### src/rtl/knn_stream_engine_if.sv
// Bus bundle for the streaming KNN engine: control, training-beat handshake and results.
interface knn_stream_engine_if #(
    parameter int DATA_W      = 8,
    parameter int DIM         = 2,
    parameter int N_NEIGHBOUR = 10,
    parameter int LABEL_W     = 8
);
    localparam int DIST_W = 2*DATA_W + 2 + $clog2(DIM);
    localparam int CNT_W  = $clog2(N_NEIGHBOUR + 1);

    logic                          start;
    logic [DIM*DATA_W-1:0]         test_coord;
    logic                          train_valid;
    logic                          train_ready;
    logic [DIM*DATA_W-1:0]         train_coord;
    logic [LABEL_W-1:0]            train_label;
    logic                          train_last;
    logic                          busy;
    logic                          done;
    logic [CNT_W-1:0]              nb_count;
    logic [N_NEIGHBOUR*DIST_W-1:0] nb_dist;
    logic [N_NEIGHBOUR*LABEL_W-1:0] nb_label;
    logic [LABEL_W-1:0]            vote_label;

    // Host / register-file side
    modport master (
        output start, test_coord, train_valid, train_coord, train_label, train_last,
        input  train_ready, busy, done, nb_count, nb_dist, nb_label, vote_label
    );

    // Engine side
    modport slave (
        input  start, test_coord, train_valid, train_coord, train_label, train_last,
        output train_ready, busy, done, nb_count, nb_dist, nb_label, vote_label
    );
endinterface

### src/rtl/knn_stream_engine.sv
// Streaming k-nearest-neighbour engine: squared-distance pipeline feeding a sorted
// insertion list, followed by a sequential majority vote over the list labels.
module knn_stream_engine #(
    parameter int DATA_W      = 8,
    parameter int DIM         = 2,
    parameter int N_NEIGHBOUR = 10,
    parameter int LABEL_W     = 8
) (
    input  logic              clk_i,
    input  logic              rst_ni,
    knn_stream_engine_if.slave bus
);
    localparam int DIST_W = 2*DATA_W + 2 + $clog2(DIM);
    localparam int SQ_W   = 2*DATA_W + 2;
    localparam int CNT_W  = $clog2(N_NEIGHBOUR + 1);
    localparam int N      = N_NEIGHBOUR;

    localparam logic [2:0] S_IDLE  = 3'd0;
    localparam logic [2:0] S_RUN   = 3'd1;
    localparam logic [2:0] S_DRAIN = 3'd2;
    localparam logic [2:0] S_VOTE  = 3'd3;
    localparam logic [2:0] S_DONE  = 3'd4;

    logic [2:0]                    state_q, state_d;
    logic [1:0]                    drain_q;
    logic [DIM*DATA_W-1:0]         test_q;
    logic                          accept;
    logic                          start_ok;

    // pipeline: [0] captured beat, [1] squares, [2] summed distance
    logic [2:0]                    vld_pipe_q;
    logic [DIM*DATA_W-1:0]         s0_coord_q;
    logic [LABEL_W-1:0]            s0_lbl_q, s1_lbl_q, s2_lbl_q;
    logic [DIM-1:0][SQ_W-1:0]      s1_sq_q, sq_d;
    logic [DIST_W-1:0]             s2_dist_q, sum_d;
    logic signed [DATA_W:0]        diff;
    logic signed [SQ_W-1:0]        dext;

    logic [N-1:0][DIST_W-1:0]      dist_q, ins_dist;
    logic [N-1:0][LABEL_W-1:0]     lbl_q, ins_lbl;
    logic [N-1:0]                  le;
    logic [CNT_W-1:0]              cnt_q;

    logic [CNT_W-1:0]              vidx_q, best_cnt_q, vcnt;
    logic [LABEL_W-1:0]            best_lbl_q, vote_q, cur_lbl;
    logic                          cur_valid;

    assign accept   = (state_q == S_RUN) && bus.train_valid;
    assign start_ok = (state_q == S_IDLE) && bus.start;

    // Next-state logic; VOTE holds one extra cycle after the last iteration to publish the result
    always_comb begin
        state_d = state_q;
        case (state_q)
            S_IDLE:  if (bus.start) state_d = S_RUN;
            S_RUN:   if (accept && bus.train_last) state_d = S_DRAIN;
            S_DRAIN: if (drain_q == 2'd2) state_d = S_VOTE;
            S_VOTE:  if (vidx_q == CNT_W'(N)) state_d = S_DONE;
            S_DONE:  state_d = S_IDLE;
            default: state_d = S_IDLE;
        endcase
    end

    // State register and drain counter (three cycles flush the pipeline)
    always_ff @(posedge clk_i) begin
        if (!rst_ni) begin
            state_q <= S_IDLE;
            drain_q <= '0;
        end else begin
            state_q <= state_d;
            drain_q <= (state_q == S_DRAIN) ? drain_q + 2'd1 : 2'd0;
        end
    end

    // S1 math: per-dim difference in DATA_W+1 bits, squared exactly
    always_comb begin
        diff = '0;
        dext = '0;
        sq_d = '0;
        for (int d = 0; d < DIM; d++) begin
            diff = $signed({test_q[d*DATA_W+DATA_W-1], test_q[d*DATA_W +: DATA_W]})
                 - $signed({s0_coord_q[d*DATA_W+DATA_W-1], s0_coord_q[d*DATA_W +: DATA_W]});
            dext = SQ_W'(diff);
            sq_d[d] = SQ_W'(dext * dext);
        end
    end

    // S2 math: sum of squares
    always_comb begin
        sum_d = '0;
        for (int d = 0; d < DIM; d++) sum_d = sum_d + DIST_W'(s1_sq_q[d]);
    end

    // Distance pipeline registers; valid bits shift alongside the data
    always_ff @(posedge clk_i) begin
        if (!rst_ni) begin
            vld_pipe_q <= '0;
            s0_coord_q <= '0;
            s0_lbl_q   <= '0;
            s1_sq_q    <= '0;
            s1_lbl_q   <= '0;
            s2_dist_q  <= '0;
            s2_lbl_q   <= '0;
        end else begin
            vld_pipe_q <= {vld_pipe_q[1:0], accept};
            s0_coord_q <= bus.train_coord;
            s0_lbl_q   <= bus.train_label;
            s1_sq_q    <= sq_d;
            s1_lbl_q   <= s0_lbl_q;
            s2_dist_q  <= sum_d;
            s2_lbl_q   <= s1_lbl_q;
        end
    end

    // S3 insert: le marks the sorted prefix with dist <= new; new goes right after it.
    // A full list with every entry <= new keeps everything, i.e. the beat is discarded.
    always_comb begin
        for (int j = 0; j < N; j++) le[j] = (CNT_W'(j) < cnt_q) && (dist_q[j] <= s2_dist_q);
        ins_dist[0] = le[0] ? dist_q[0] : s2_dist_q;
        ins_lbl[0]  = le[0] ? lbl_q[0]  : s2_lbl_q;
        for (int j = 1; j < N; j++) begin
            ins_dist[j] = le[j] ? dist_q[j] : (le[j-1] ? s2_dist_q : dist_q[j-1]);
            ins_lbl[j]  = le[j] ? lbl_q[j]  : (le[j-1] ? s2_lbl_q  : lbl_q[j-1]);
        end
    end

    // Neighbour list: cleared on accepted start, updated by each beat leaving S2
    always_ff @(posedge clk_i) begin
        if (!rst_ni) begin
            dist_q <= '1;
            lbl_q  <= '0;
            cnt_q  <= '0;
            test_q <= '0;
        end else if (start_ok) begin
            dist_q <= '1;
            lbl_q  <= '0;
            cnt_q  <= '0;
            test_q <= bus.test_coord;
        end else if (vld_pipe_q[2]) begin
            dist_q <= ins_dist;
            lbl_q  <= ins_lbl;
            if (cnt_q != CNT_W'(N)) cnt_q <= cnt_q + CNT_W'(1);
        end
    end

    // Vote iteration: label under the index and how many valid entries share it
    always_comb begin
        cur_lbl = '0;
        vcnt    = '0;
        for (int i = 0; i < N; i++) if (CNT_W'(i) == vidx_q) cur_lbl = lbl_q[i];
        for (int j = 0; j < N; j++)
            if ((CNT_W'(j) < cnt_q) && (lbl_q[j] == cur_lbl)) vcnt = vcnt + CNT_W'(1);
    end
    assign cur_valid = vidx_q < cnt_q;

    // Running best replaced only on a strictly larger count, so ties favour nearer entries
    always_ff @(posedge clk_i) begin
        if (!rst_ni) begin
            vidx_q     <= '0;
            best_cnt_q <= '0;
            best_lbl_q <= '0;
            vote_q     <= '0;
        end else if (state_q != S_VOTE) begin
            vidx_q     <= '0;
            best_cnt_q <= '0;
            best_lbl_q <= '0;
        end else if (vidx_q != CNT_W'(N)) begin
            vidx_q <= vidx_q + CNT_W'(1);
            if (cur_valid && (vcnt > best_cnt_q)) begin
                best_cnt_q <= vcnt;
                best_lbl_q <= cur_lbl;
            end
        end else begin
            vote_q <= best_lbl_q;
        end
    end

    assign bus.train_ready = (state_q == S_RUN);
    assign bus.busy        = (state_q != S_IDLE);
    assign bus.done        = (state_q == S_DONE);
    assign bus.nb_count    = cnt_q;
    assign bus.nb_dist     = dist_q;
    assign bus.nb_label    = lbl_q;
    assign bus.vote_label  = vote_q;
endmodule

### src/flat_wrapper.sv
// flat-port wrapper written by rule: the top's interface ports become plain ports
module knn_stream_engine_flat 
#(
    parameter int DATA_W      = 8,
    parameter int DIM         = 2,
    parameter int N_NEIGHBOUR = 10,
    parameter int LABEL_W     = 8
)
  (clk_i, rst_ni, bus_start, bus_test_coord, bus_train_valid, bus_train_coord, bus_train_label, bus_train_last, bus_train_ready, bus_busy, bus_done, bus_nb_count, bus_nb_dist, bus_nb_label, bus_vote_label);
  knn_stream_engine_if #(.DATA_W(DATA_W), .DIM(DIM), .N_NEIGHBOUR(N_NEIGHBOUR), .LABEL_W(LABEL_W)) bus_i ();
  input  logic clk_i;
  input  logic rst_ni;
  input wire logic [$bits(bus_i.start)-1:0] bus_start;
  input wire logic [$bits(bus_i.test_coord)-1:0] bus_test_coord;
  input wire logic [$bits(bus_i.train_valid)-1:0] bus_train_valid;
  input wire logic [$bits(bus_i.train_coord)-1:0] bus_train_coord;
  input wire logic [$bits(bus_i.train_label)-1:0] bus_train_label;
  input wire logic [$bits(bus_i.train_last)-1:0] bus_train_last;
  output wire logic [$bits(bus_i.train_ready)-1:0] bus_train_ready;
  output wire logic [$bits(bus_i.busy)-1:0] bus_busy;
  output wire logic [$bits(bus_i.done)-1:0] bus_done;
  output wire logic [$bits(bus_i.nb_count)-1:0] bus_nb_count;
  output wire logic [$bits(bus_i.nb_dist)-1:0] bus_nb_dist;
  output wire logic [$bits(bus_i.nb_label)-1:0] bus_nb_label;
  output wire logic [$bits(bus_i.vote_label)-1:0] bus_vote_label;
  assign bus_i.start = bus_start;
  assign bus_i.test_coord = bus_test_coord;
  assign bus_i.train_valid = bus_train_valid;
  assign bus_i.train_coord = bus_train_coord;
  assign bus_i.train_label = bus_train_label;
  assign bus_i.train_last = bus_train_last;
  assign bus_train_ready = bus_i.train_ready;
  assign bus_busy = bus_i.busy;
  assign bus_done = bus_i.done;
  assign bus_nb_count = bus_i.nb_count;
  assign bus_nb_dist = bus_i.nb_dist;
  assign bus_nb_label = bus_i.nb_label;
  assign bus_vote_label = bus_i.vote_label;
  knn_stream_engine #(.DATA_W(DATA_W), .DIM(DIM), .N_NEIGHBOUR(N_NEIGHBOUR), .LABEL_W(LABEL_W)) u_core (.clk_i(clk_i), .rst_ni(rst_ni), .bus(bus_i));
endmodule
### config.mk
export PLATFORM = sky130hd
export DESIGN_NAME = knn_stream_engine_flat
export DESIGN_NICKNAME = d
export VERILOG_FILES = /design/src/rtl/knn_stream_engine_if.sv /design/src/rtl/knn_stream_engine.sv /design/src/flat_wrapper.sv
export SDC_FILE = /design/constraint.sdc
export NUM_CORES = 2
export LEC_CHECK = 0
export BUFFER_PORTS_ARGS = -buffer_cell sky130_fd_sc_hd__buf_2
export CORE_MARGIN = 1
export CORE_UTILIZATION = 45
export CTS_BUF_LIST = sky130_fd_sc_hd__clkbuf_8
export DETAILED_ROUTE_END_ITERATION = 10
export PLACE_DENSITY_LB_ADDON = 0.25
export SYNTH_ARGS = -nofsm -noshare
export SYNTH_HDL_FRONTEND = slang
export SYNTH_SLANG_ARGS = --single-unit
### constraint.sdc
create_clock -name clk_i -period 9.9 [get_ports clk_i]
set_input_delay 0.495 -clock clk_i [delete_from_list [all_inputs] [get_ports clk_i]]
set_output_delay 0.495 -clock clk_i [all_outputs]
set_load 0.02 [all_outputs]
After elaboration in Yosys (flattened, before gate mapping):

Index checks and enable logic that the tools add are counted.

* register bits after elaboration: 417
* output and inout port bits: 285
* logic and storage cells: 207

* add/subtract/negate cells: 15
* multiply operators: 2
* $lt $le $gt $ge: 22
* equal/unequal tests: 32
* mux-type cells: 43
* bitwise gates (word level): 13
* reduce and logical (&&, ||, !) cells: 44

Operators by type and width (count)
* $le A19 B19 Y1: 10
* $mux W19: 9
* $mux W8: 19
* $eq A8 B8 Y1: 10
* $add A4 B1 Y4 const B: 10
* $mul A9 B9 Y18: 2
* $mux W4: 9
* $reduce_and A2 Y1: 14
* $logic_and A1 B1 Y1: 24
* $add A18 B18 Y19: 1
* $sub A8 B8 Y9: 2
* $eq A3 B4 Y1 const A: 4
* $lt A3 B4 Y1 const A: 4
* $not A1 Y1: 13
* $mux W3: 4
* $pmux W3 S4: 1
* $eq A2 B4 Y1 const A: 2
* $eq A4 B4 Y1 const A: 2
* $lt A1 B4 Y1 const A: 2
* $lt A2 B4 Y1 const A: 2
* $lt A4 B4 Y1 const A: 2
* $ne A4 B4 Y1 const B: 2
* $eq A3 B2 Y1 const B: 2
* $ne A2 B1 Y1 const B: 3
* 17 further kinds: 18

Logic depth before layout (Yosys ltp):

* depth in word-level cells: 35
* depth in mapped cells: 51
* depth with buffers taken out: 46

Worst setup path before layout:

OpenSTA, ideal clock, no wires.

* path type: flip-flop to flip-flop
* from: register u_core.vidx_q[1]
* to: register u_core.best_lbl_q[4]
* setup time: 128 ps
* arrival: 8533 ps
* required time: 9772 ps
* setup slack: 1240 ps
* stages on the path, launching flop included: 48
* path buffers: 3
* clock period less this slack: 8660 ps
* cells stage by stage: dfxtp_1 -> inv_1 -> ha_1 -> nor4b_4 -> a2bb2oi_1 -> a21oi_1 -> o211ai_2 -> a31oi_4 -> xnor2_1 -> nand3_1 -> nor4_1 -> ha_1 -> inv_1 -> nand4_1 -> and2_1 -> buf_6 -> xnor2_1 -> a21oi_1 -> [12 not listed] -> a211oi_1 -> a21oi_1 -> ha_1 -> o221ai_1 -> inv_1 -> ha_1 -> nor2_1 -> a21oi_1 -> ha_1 -> nor2b_1 -> o21ai_0 -> nand2b_1 -> a21oi_1 -> nor4b_1 -> clkbuf_1 -> clkbuf_1 -> mux2i_1 -> nor2_1

* word-level cells in the longest chain between the ends: 35
* elaborated cells on any way between the ends: 64

Ends and longest elaborated chain
* start: declaration: line knn_stream_engine.sv:44 `logic [CNT_W-1:0] vidx_q, best_cnt_q, vcnt;`
* start signal: assignment: line knn_stream_engine.sv:168 `vidx_q <= vidx_q + CNT_W'(1);`
* $logic_not A4 Y1: line knn_stream_engine.sv:150 `for (int i = 0; i < N; i++) if (CNT_W'(i) == vidx_q) cur_lbl = lbl_q[i];`
* $mux W8 (9 in series): line knn_stream_engine.sv:150
* $mux W8 (*): line knn_stream_engine.sv:150
* $eq A8 B8 Y1: line knn_stream_engine.sv:152 `if ((CNT_W'(j) < cnt_q) && (lbl_q[j] == cur_lbl)) vcnt = vcnt + CNT_W'(1);`
* $logic_and A1 B1 Y1: line knn_stream_engine.sv:152
* $mux W1: line knn_stream_engine.sv:152
* $add A1 B1 Y2: line knn_stream_engine.sv:152
* $mux W4: line knn_stream_engine.sv:152
* [12 not listed]
* $add A4 B1 Y4: line knn_stream_engine.sv:152
* $mux W4: line knn_stream_engine.sv:152
* $add A4 B1 Y4: line knn_stream_engine.sv:152
* $mux W4 (*): line knn_stream_engine.sv:152
* via u_core.vcnt[1]: line knn_stream_engine.sv:44
* $gt A4 B4 Y1 (*): line knn_stream_engine.sv:169 `if (cur_valid && (vcnt > best_cnt_q)) begin`
* $logic_and A1 B1 Y1 (*): line knn_stream_engine.sv:169
* $reduce_and A2 Y1 (no source line) (*)
* end signal: assignment: line knn_stream_engine.sv:171 `best_lbl_q <= cur_lbl;`
* end: declaration: line knn_stream_engine.sv:45 `logic [LABEL_W-1:0] best_lbl_q, vote_q, cur_lbl;`

Mark *: on every way through the listed nets, which the timed path passes. The rest lies on a longest branch.
A chain may end at the register's enable or synchronous reset.

Worst setup path in the final report:

* from: register u_core.vidx_q[1]
* to: register u_core.best_lbl_q[3]

Same word-level chain as after synthesis.

==> flow_summary.ini <==
[worst_setup_path]
rr_startpoint = u_core.vidx_q[1]$_SDFFE_PP0P_
critPathMaxStageDelay_ps = 440
cp-start-kind = flop
cp.required_ps = 10410
cpMostUsedCell = ha_1
cp_slowest_cell = dfxtp_1
worst-setup-path-type = reg2reg
crit_path_max_fanout = 15
startpoint = u_core.vidx_q[1]$_SDFFE_PP0P_
cp.arrival_ps = 9770
end_kind = flop

[status]
status = finished, final reports clean

[detailed_routing]
vias = 25300
via_per_inst = 5.52
drt_iter0_drc = 1823
antenna_left = 0
wl_per_cell_um = 20.5
wirelength_um = 93700
drc = 0
drt_first_pass_iters = 6

[finish]
synthToLayoutAreaGrowth_pct = 13.9
final_common_cell = dfxtp_1
instances_no_fill = 4576
fill_cells = 6191
fin_area_um2 = 34100
layout_common_cells = dfxtp_1, buf_2, ha_1
drive_above_1_share_pct = 15.3
fin_nets = 4138

[min_path]
hold_start = bus_train_coord[9]
worstHoldPathType = in2reg

[synthesis]
synthArstFlopShare_pct = 0
ys_seq_area_share_pct = 27.8
synth_ff_type = dfxtp_1
syn_nets = 3862
yosys_warnings = 0
synth_area_um2 = 29900
yosysUniqueCellTypes = 90
ys_ff_latch = 415
synth_edf_count = 0
synth_cells = 3372
synth.avg_cell_area_um2 = 8.87

[floorplanning]
fp-row-count = 94
ios = 330
fp.dieW_um = 260
start_util_pct = 45.5
core_area_um2 = 65700
dieArea_um2 = 67500
fp.dieH_um = 260

[clocking]
tritoncts = yes
cts_inserted_buffers = 80
clock-root-buffer = clkbuf_8
cts_htree_levels = 3
clock-sinks = 415
clkTransAtPathRegs_ps = 60
clockBufferDepth = 3
clock_latency_ps = 700

[timing]
tns_ps = 0
fin_crit_sh_pct = 93.6
drv_slew = 0
finalSetupViolations = 0
worst_pin_slew_ps = 1190
clock.fmax_mhz = 108
hold_viol_final = 0
fin_crit_ps = 9260
fin_worst_skew_ps = 42.5
max_slew_margin_pct = 20.1

[grt]
grt_pass1_wl_um = 143000
antenna_found_initial = 1
grt_usage_pct = 27.3
grt_pass1_vias = 24000
grt_overflow_total = 0
grt_max_degree = 95

[job]
drv_cap = 0

[pwr]
vdd_drop_max_mv = 0.559
p_leak_nw = 15.3
powerDensity_nw_per_um2 = 339

[place]
gp_congestion = 0.968
port-buffer-count = 329
place_inst = 4405
place_area_um2 = 32200
dp_hpwl_um = 70900
## metal layers
metal  wire length [µm]  GRT usage, %
met1              40700          35.9
met2              43800          44.9
met3               6070          4.87
met4               3050          9.33
met5                  0             0
## final cells by class
cell class / count / area (µm²) / area share (%)
clock buffer: 94 / 1290 / 3.80
sequential: 415 / 8310 / 24.4
tap: 864 / 1080 / 3.17
timing repair buffer: 396 / 2200 / 6.47
inverter: 275 / 1030 / 3.03
clock inverter: 51 / 288 / 0.844
antenna: 1 / 2.50 / 0.00734
multi-input combinational: 2480 / 19900 / 58.3
## state kept, by name, indices dropped and copies added (netlist names)
signal / flops
u_core.bus.nb_dist: 190
u_core.bus.nb_label: 80
u_core.s1_sq_q: 34
u_core.s2_dist_q: 19
u_core.s0_coord_q: 16
u_core.test_q: 16
u_core.best_lbl_q: 8
u_core.bus.vote_label: 8
u_core.s0_lbl_q: 8
u_core.s1_lbl_q: 8
u_core.s2_lbl_q: 8
u_core.best_cnt_q: 4
u_core.bus.nb_count: 4
u_core.vidx_q: 4
u_core.state_q: 3
u_core.vld_pipe_q: 3
u_core.drain_q: 2
## worst max-delay path, delay by kind of cell, from the launching register on
family | cells | cell delay, ps
adder cells (fa/ha/maj) | 7 | 2200
AO/OA/AOI/OAI | 14 | 2050
AND/OR/NAND/NOR | 13 | 1980
buffers and inverters | 7 | 1110
XOR/XNOR | 5 | 810
multiplexers | 2 | 510
flip-flops | 1 | 440
## power by group
group | internal [mW] | total [mW] | leakage, nW | switching [mW]
combinational | 3.67 | 7.90 | 10.9 | 4.24
clock | 0.896 | 1.70 | 0.937 | 0.804
sequential | 1.83 | 1.96 | 3.38 | 0.125
## worst paths after layout
| check | slack [ps] | endpoint | cells after the start |
|---|---|---|---|
| min reg2reg | 410 | u_core.drain_q[0]$_SDFF_PN0_ | 1 |
| max | 640 | u_core.best_lbl_q[3]$_SDFFE_PP0P_ | 48 |
| min | 60 | u_core.s0_coord_q[9]$_SDFF_PN0_ | 2 |
| max reg2reg | 640 | u_core.best_lbl_q[3]$_SDFFE_PP0P_ | 48 |
## cells in the mapped netlist (all sizes together), types with 24 or more instances
cell type	n	area share, %
nand2b	38	0.79
fa	120	8.0
inv	273	3.4
nand2	316	4.0
xnor2	110	3.4
and2	91	1.9
mux2	24	0.92
ha	325	14
a211oi	82	2.1
o211ai	175	4.4
nor2b	49	1.0
a21oi	197	3.3
clkbuf	165	2.1
mux2i	214	7.2
o21a	51	1.3
o21ai	78	1.3
dfxtp	415	28
xor2	51	1.5
nor2	240	3.0
a21o	63	1.6
nand4	55	1.2
o21bai	27	0.68
buf	37	0.76
## kinds of logic (layout without fill, tap and decap cells)
logic type,after synthesis,count (layout),share of synthesized area [%]
AND/OR/NAND/NOR,896,896,14.6
AO/OA/AOI/OAI,738,738,16.7
buffers and inverters,477,816,6.28
adder cells (fa/ha/maj),445,445,21.6
flip-flops,415,415,27.8
multiplexers,238,238,8.08
XOR/XNOR,163,163,5.03
other,0,1,0
## stage by stage
stage	utilization, %	power, mW	setup slack (ps)	hold WS (ps)
after CTS	51.7	11.8	267	5.42
final	51.8	11.6	638	62.2
after floorplan	-	8.17	1240	390
after detailed placement	49.0	9.96	314	403
after global routing	51.8	12.9	-26.0	15.0
after global placement	49.0	9.86	491	403
## timing repair
action                     CTS  global route
hold buffers                21             0
resized for setup            0             8
setup endpoints to repair    0            12
hold endpoints to repair    21             0
buffers inserted             0             4
(Power assumes the default switching activity.)
